===== config.mk =====
export PLATFORM = sky130hd
export DESIGN_NAME = mxn_seq_shift_flat
export DESIGN_NICKNAME = d
export VERILOG_FILES = /design/src/rtl/mxn_seq_shift_if.sv /design/src/rtl/mxn_seq_shift.sv /design/src/flat_wrapper.sv
export SDC_FILE = /design/constraint.sdc
export NUM_CORES = 1
export LEC_CHECK = 0
export ABC_AREA = 1
export CORE_MARGIN = 5
export CORE_UTILIZATION = 37
export CTS_CLUSTER_DIAMETER = 150
export CTS_CLUSTER_SIZE = 25
export DETAILED_ROUTE_END_ITERATION = 10
export PLACE_DENSITY = 0.66
export SETUP_SLACK_MARGIN = 0.02
export SYNTH_ARGS = -nofsm -noshare
export SYNTH_HDL_FRONTEND = slang
export SYNTH_SLANG_ARGS = --single-unit

===== constraint.sdc =====
create_clock -name clk -period 1.35 [get_ports clk]
set_input_delay 0.2025 -clock clk [delete_from_list [all_inputs] [get_ports clk]]
set_output_delay 0.2025 -clock clk [all_outputs]
set_load 0.03 [all_outputs]

===== src/rtl/mxn_seq_shift_if.sv =====
// rtl/mxn_seq_shift_if.sv - request/result bus of the sequential lane shifter
//
// Purpose: groups the request (in_*) and result (out_*) handshakes plus the
//          busy flag of mxn_seq_shift into one bundle.
// Ports (signals):
//   in_valid, in_ready      request handshake
//   in_packed, shift_dir,   request payload (SETS lanes of WIDTH bits,
//   shift_amt               0=left / 1=right, unsigned distance)
//   out_valid, out_ready    result handshake
//   out_packed              shifted lanes, same packing as in_packed
//   busy                    operation in progress
// Modports: master = requester side, slave = shifter side.
interface mxn_seq_shift_if #(
  parameter int WIDTH = 4,
  parameter int SETS  = 2
);
  logic                  in_valid;
  logic                  in_ready;
  logic [SETS*WIDTH-1:0] in_packed;
  logic                  shift_dir;
  logic [WIDTH-1:0]      shift_amt;
  logic                  out_valid;
  logic                  out_ready;
  logic [SETS*WIDTH-1:0] out_packed;
  logic                  busy;

  modport master (
    output in_valid, in_packed, shift_dir, shift_amt, out_ready,
    input  in_ready, out_valid, out_packed, busy
  );

  modport slave (
    input  in_valid, in_packed, shift_dir, shift_amt, out_ready,
    output in_ready, out_valid, out_packed, busy
  );
endinterface


===== src/rtl/mxn_seq_shift.sv =====
// rtl/mxn_seq_shift.sv - multi-cycle per-lane shifter with valid/ready handshakes
//
// Purpose: shifts SETS independent WIDTH-bit lanes by min(shift_amt, WIDTH)
//          positions, one position per clock, and returns the result on a
//          valid/ready port. OP selects logical (0) or arithmetic (1) right shift.
// Ports:
//   clk    rising-edge clock
//   rst_n  synchronous active-low reset
//   bus    mxn_seq_shift_if.slave (request, result, busy)
module mxn_seq_shift #(
  parameter int WIDTH = 4,
  parameter int SETS  = 2,
  parameter int OP    = 0
) (
  input logic            clk,
  input logic            rst_n,
  mxn_seq_shift_if.slave bus
);
  typedef enum logic [1:0] {IDLE, SHIFT, DONE} state_t;

  // Counter is one bit wider than shift_amt so it can hold WIDTH itself.
  localparam logic [WIDTH:0] CNT_MAX = WIDTH[WIDTH:0];
  localparam logic [WIDTH:0] CNT_ONE = {{WIDTH{1'b0}}, 1'b1};

  state_t                state_q, state_d;
  logic [SETS*WIDTH-1:0] work_q, work_d;
  logic                  dir_q, dir_d;
  logic [WIDTH:0]        cnt_q, cnt_d;
  logic [WIDTH:0]        amt_ext;
  logic [WIDTH:0]        load_cnt;

  // One-position shift of every lane; lanes never exchange bits. Repeating
  // the current MSB on each arithmetic step keeps the original sign bit.
  function automatic logic [SETS*WIDTH-1:0] shift_once(
    input logic [SETS*WIDTH-1:0] w,
    input logic                  dir
  );
    logic [SETS*WIDTH-1:0] r;
    logic [WIDTH-1:0]      lane;
    logic                  fill;
    r = '0;
    for (int i = 0; i < SETS; i++) begin
      lane = w[i*WIDTH +: WIDTH];
      fill = (OP == 1) ? lane[WIDTH-1] : 1'b0;
      if (!dir) r[i*WIDTH +: WIDTH] = {lane[WIDTH-2:0], 1'b0};
      else      r[i*WIDTH +: WIDTH] = {fill, lane[WIDTH-1:1]};
    end
    return r;
  endfunction

  assign amt_ext  = {1'b0, bus.shift_amt};
  assign load_cnt = (amt_ext >= CNT_MAX) ? CNT_MAX : amt_ext;

  always_ff @(posedge clk) begin
    if (!rst_n) begin
      state_q <= IDLE;
      work_q  <= '0;
      dir_q   <= 1'b0;
      cnt_q   <= '0;
    end else begin
      state_q <= state_d;
      work_q  <= work_d;
      dir_q   <= dir_d;
      cnt_q   <= cnt_d;
    end
  end

  always_comb begin
    state_d = state_q;
    work_d  = work_q;
    dir_d   = dir_q;
    cnt_d   = cnt_q;
    case (state_q)
      IDLE: begin
        if (bus.in_valid) begin
          work_d  = bus.in_packed;
          dir_d   = bus.shift_dir;
          cnt_d   = load_cnt;
          state_d = (load_cnt == '0) ? DONE : SHIFT;
        end
      end
      SHIFT: begin
        work_d = shift_once(work_q, dir_q);
        cnt_d  = cnt_q - CNT_ONE;
        if (cnt_q == CNT_ONE) state_d = DONE;
      end
      DONE: begin
        if (bus.out_ready) state_d = IDLE;
      end
      default: state_d = IDLE;
    endcase
  end

  // The working register keeps the last result after returning to IDLE,
  // until the next request overwrites it.
  assign bus.in_ready   = (state_q == IDLE);
  assign bus.out_valid  = (state_q == DONE);
  assign bus.busy       = (state_q != IDLE);
  assign bus.out_packed = work_q;
endmodule


===== src/flat_wrapper.sv =====
// flat-port wrapper written by rule: the top's interface ports become plain ports
module mxn_seq_shift_flat 
#(
  parameter int WIDTH = 4,
  parameter int SETS  = 2,
  parameter int OP    = 0
)
  (clk, rst_n, bus_in_valid, bus_in_packed, bus_shift_dir, bus_shift_amt, bus_out_ready, bus_in_ready, bus_out_valid, bus_out_packed, bus_busy);
  mxn_seq_shift_if #(.WIDTH(WIDTH), .SETS(SETS)) bus_i ();
  input logic clk;
  input logic rst_n;
  input wire logic [$bits(bus_i.in_valid)-1:0] bus_in_valid;
  input wire logic [$bits(bus_i.in_packed)-1:0] bus_in_packed;
  input wire logic [$bits(bus_i.shift_dir)-1:0] bus_shift_dir;
  input wire logic [$bits(bus_i.shift_amt)-1:0] bus_shift_amt;
  input wire logic [$bits(bus_i.out_ready)-1:0] bus_out_ready;
  output wire logic [$bits(bus_i.in_ready)-1:0] bus_in_ready;
  output wire logic [$bits(bus_i.out_valid)-1:0] bus_out_valid;
  output wire logic [$bits(bus_i.out_packed)-1:0] bus_out_packed;
  output wire logic [$bits(bus_i.busy)-1:0] bus_busy;
  assign bus_i.in_valid = bus_in_valid;
  assign bus_i.in_packed = bus_in_packed;
  assign bus_i.shift_dir = bus_shift_dir;
  assign bus_i.shift_amt = bus_shift_amt;
  assign bus_i.out_ready = bus_out_ready;
  assign bus_in_ready = bus_i.in_ready;
  assign bus_out_valid = bus_i.out_valid;
  assign bus_out_packed = bus_i.out_packed;
  assign bus_busy = bus_i.busy;
  mxn_seq_shift #(.WIDTH(WIDTH), .SETS(SETS), .OP(OP)) u_core (.clk(clk), .rst_n(rst_n), .bus(bus_i));
endmodule

======== Yosys cells after proc, flatten, opt, wreduce, memory -nomap -nowiden ========
Cells that the tools add are included.
operators by class
  $add $sub $neg .......................... 1
  magnitude comparators ................... 1
  equal/unequal tests ..................... 6
  mux-type cells .......................... 12
  reductions and logical operators ........ 7
operator list
  cell                                                                number
  one-hot mux 8 bit (2 select lines)                                  1
  two-way mux 4 bit                                                   3
  one-hot mux 5 bit (2 select lines)                                  1
  two-way mux 2 bit                                                   4
  two-way mux 8 bit                                                   1
  one-hot mux 2 bit (3 select lines)                                  1
  == test 5 x 1 -> 1 bit (second input constant)                      1
  zero test 5 bit                                                     1
  two-way mux 5 bit                                                   1
  subtractor 5 x 1 -> 5 bit (second input constant)                   1
  greater-or-equal comparator 4 x 3 -> 1 bit (second input constant)  1
  inequality test 2 bit (second input constant)                       2
  AND reduction 2 bit                                                 2
  nonzero test 2 bit                                                  2
  AND reduction 3 bit                                                 1
  == test 2 x 1 -> 1 bit (second input constant)                      1
  == test 2 bit (second input constant)                               1
  zero test 2 bit                                                     1
  inequality test 2 x 1 -> 1 bit (second input constant)              1
storage, ports and cells
  bits in registers ....................... 16
  output and inout bits ................... 11
  word-level logic and storage cells ...... 31

======== Logic depth before layout (Yosys ltp) ========
  word-level depth ........................ 6
  gate-level depth with buffers ........... 8

======== Worst setup path before layout ========
Ideal clock, no wire load.
  kind .................................... register -> register
  start ................................... reg u_core.state_q[0]
  end ..................................... reg u_core.cnt_q[0]
  arrival time ............................ 1.132 ns
  required time ........................... 1.231 ns
  slack ................................... 0.099 ns
  stages on the path, launching flop included .. 7
  buffers on the path ..................... 0
  period minus slack after synthesis ...... 1.251 ns
  path through ............................ dfxtp_1 nor2_2 nand2_1 inv_2 nand2_1 o21ai_1 a21oi_1
between the ends
  word-level cells in the longest chain between the ends .. 3
  elaborated cells on any way between the ends .. 6
ends and longest elaborated chain
  element                                                                       line                 source
  start, declared                                                               mxn_seq_shift.sv:25  state_t state_q, state_d;
  start signal, assigned                                                        mxn_seq_shift.sv:61  state_q <= state_d;
  zero test 2 bit *                                                             -
  net bus_in_ready                                                              flat_wrapper.sv:17   output wire logic [$bits(bus_i.in_ready)-1:0] bus_in_ready;
  inequality test 2 bit (no line) / nonzero test 2 bit (equally long branches)  -
  AND reduction 2 bit (no line)                                                 -
  end signal, assigned                                                          mxn_seq_shift.sv:64  cnt_q <= cnt_d;
  end, declared                                                                 mxn_seq_shift.sv:28  logic [WIDTH:0] cnt_q, cnt_d;
Mark *: on every way through the listed nets, which the timed path passes. The rest lies on a longest branch.
A chain may end at the register's enable or synchronous reset.

======== Worst setup path in the final report ========
  start ................................... reg u_core.state_q[1]
  end ..................................... out bus_out_valid
between the ends
  word-level cells in the longest chain between the ends .. 1
ends and longest elaborated chain
  element        line                 source
  == test 2 bit  mxn_seq_shift.sv:97  assign bus.out_valid = (state_q == DONE);
  end, declared  flat_wrapper.sv:18   output wire logic [$bits(bus_i.out_valid)-1:0] bus_out_valid;
No other way between the ends.

==> results.toml <==
[status]
outcome = "finished, final reports clean"

[global_route]
grt_pass1_wl_um = 4002
grt_overflow = 0
grt_start_max_net_pins = 13
grt_pass1_vias = 972
antenna_found_initial = 0
grtUsageTotal_pct = 14.54

[timing]
fmax_mhz = 768.2
finalMaxSlewViolations = 0
worstMarginPinSlew_ps = 306.0
setup_viol = 0
fin_skew_ps = 4.492
rsz0062_at_grt = "true"
post-route-period-util_pct = 96.43
hold_viol_final = 0
whs_ps = 523.4
worst_slack_ps = 48.23
fin_crit_ps = 1302
relSlewSlack_pct = 79.68

[worst_setup_path]
rr_worst_depth = 6
reg2reg_slack_ps = 100
critical_path_class = "reg2out"
required_ps = 1150
cp_max_fo = 4
timing.rr.end = "u_core.state_q[1]$_SDFFE_PN0P_"
end_kind = "output port"
slowest_delay_ps = 450
arrival_ps = 1100
reg2reg_from = "u_core.state_q[1]$_SDFFE_PN0P_"
start_kind = "flip-flop"
cp_cell_sequence = "inv_2 > nor2_1 > buf_4"
cp_slowest_cell = "dfxtp_1"

[drt]
ant_nets = 0
wirelength_met1_um = 1074
wl_um = 2364
top_layer_used = "met4"
remaining_drc_errors = 0
wl_per_cell_um = 12.06
viasPerCell = 4.944
drt_iter0_drc = 15
routed-wl-met3_um = 91
first_pass_iters = 4
vias = 969
routed-wl-met2_um = 1180

[logic_synthesis]
synth_top_area_cell = "dfxtp_1"
yosys_warnings = 0
synth.avg_cell_area_um2 = 6.608
ys_types = 19
synth_cells = 135
ys_seq_area_share_pct = 35.90
synth_top_cell_area_share_pct = 35.90
synth_seq_cells = 16
syn_nets = 154
syn_area_um2 = 892.1
synth_area_leaders = "dfxtp_1 (36%), nand2_1 (9.3%), a21oi_1 (8.4%)"

[power_and_ir_drop]
combPwrFrac_pct = 38.5
peakVddDrop_mv = 0.7334
pwr-share-clk_pct = 21.4
p_sw_share_pct = 38.42
p_int_mw = 0.9284
leakage_nw = 0.5586
p_seq_share_pct = 40.1
powerDensity_nw_per_um2 = 1211
p_sw_mw = 0.5793

[die]
die_w_um = 59.10
std_cell_rows = 17
io_pins = 28
core_um2 = 2255
start_util_pct = 39.57
dieArea_um2 = 3493
die_h_um = 59.10

[cts]
clockBufferDepth = 2
clk_pin_slew_worst_paths_ps = 100
cts_made_buffers = 3
clock_sinks = 16
clk_latency_ps = 280
cts_htree_levels = 1
cts_post_setup_buffers_inserted = 0
tritoncts = "built"
cts-root-buf = "clkbuf_4"

[flow_run]
drv_cap = 0

[cells_and_area]
final_cell_mix = "nand2_1 (22), nor2_1 (17), clkdlybuf4s50_1 (16)"
num_antenna_cells = 0
fillCellCount = 254
postLayoutCellArea_um2 = 1245
layout_commonest_cell = "nand2_1"
drive_gt1_share_pct = 15.48
fin_util_pct = 55.22
stdcell_count = 196
synthToLayoutAreaGrowth_pct = 39.55
nets = 188

[placed_design]
place_area_um2 = 1207
gp_congestion = 0.7628
dpl.hpwl_um = 1849
dp.cells = 192
dpl_worst_slack_ps = -13.86
numPortBuffers = 27

[min_path]
holdPathStages = 2
worstHoldStart = "u_core.cnt_q[4]$_SDFFE_PN0P_"
min_to = "u_core.cnt_q[4]$_SDFFE_PN0P_"
hp-class = "reg2reg"
==> metrics by stage <==
step | total power, mW | TNS, ps
after global routing | 1.604 | -13.39
final | 1.508 | 0
after CTS | 1.512 | 0
after detailed placement | 1.210 | -16.99
after floorplan | 0.9871 | 0
after global placement | 1.201 | 0
==> cell families after synthesis <==
family / count (synthesis) / synth area share, %
and+or+nand+nor: 52 / 25.67
adders and majority gates: 2 / 2.805
AOI/OAI and AO/OA: 42 / 24.82
DFF: 16 / 35.90
buffers and inverters: 23 / 10.80
==> how the worst max path moves through the flow <==
stage / start / to / slack, ps / cells after the start
global placement: bus_in_valid / u_core.bus.out_packed[5]$_SDFFE_PN0P_ / 9 / 5
finish: u_core.state_q[1]$_SDFFE_PN0P_ / bus_out_valid / 50 / 3
global route: u_core.state_q[1]$_SDFFE_PN0P_ / u_core.state_q[1]$_SDFFE_PN0P_ / -7 / 6
CTS: u_core.bus.out_packed[1]$_SDFFE_PN0P_ / bus_out_packed[1] / 50 / 1
detailed placement: bus_in_valid / u_core.bus.out_packed[5]$_SDFFE_PN0P_ / -10 / 5
floorplan: u_core.state_q[0]$_SDFFE_PN0P_ / u_core.cnt_q[0]$_SDFFE_PN0P_ / 100 / 6
==> per-layer routing <==
metal	track usage, %	up-vias
li1	-	504
met3	3.268	4
met2	25.87	24
met5	0	-
met4	5.825	0
met1	16.62	437
==> timing repair <==
item                                    4_1_cts  5_1_grt
endpoints found under the setup margin        8        6
pin swaps                                     0        0
hold buffers                                  0        0
cloned                                        0        0
endpoints found under the hold margin         0        0
resized for setup                             8        6
==> synth_stat cells, drive strengths merged <==
cell type	n
o21ai	26
nand2	23
nor2	20
inv	19
a21oi	16
dfxtp	16
nand3	8
buf	3
ha	2
clkinv	1
nand4	1
==> state kept, by name, summed over array words and instances, names as in the netlist <==
name                   cells
u_core.bus.out_packed      8
u_core.cnt_q               5
u_core.state_q             2
u_core.dir_q               1
==> cell type report <==
cell class              count  area, um^2  share of cell area, %
well taps                  28       35.03                  2.814
multi-input cells          96       480.5                  38.59
clock buffers               4       36.28                  2.915
inverters                  20       76.32                  6.131
repair buffers             32       295.3                  23.72
flip-flops and latches     16       321.6                  25.83
==> critical path: cells and delay by family (launching register included) <==
family | cells | cell delay [ps]
buffers and inverters | 2 | 260
AND/OR/NAND/NOR | 1 | 100
flip-flops | 1 | 450
==> power groups by stage <==
stage               Sequential (mW)  Clock, mW  Combinational (mW)
global route                  0.615      0.346               0.643
CTS                           0.600      0.333               0.579
detailed placement            0.611          0               0.599
global placement              0.610          0               0.591
floorplan                     0.667          0               0.320
finish                        0.604      0.323               0.580
(Power assumes the default switching activity.)
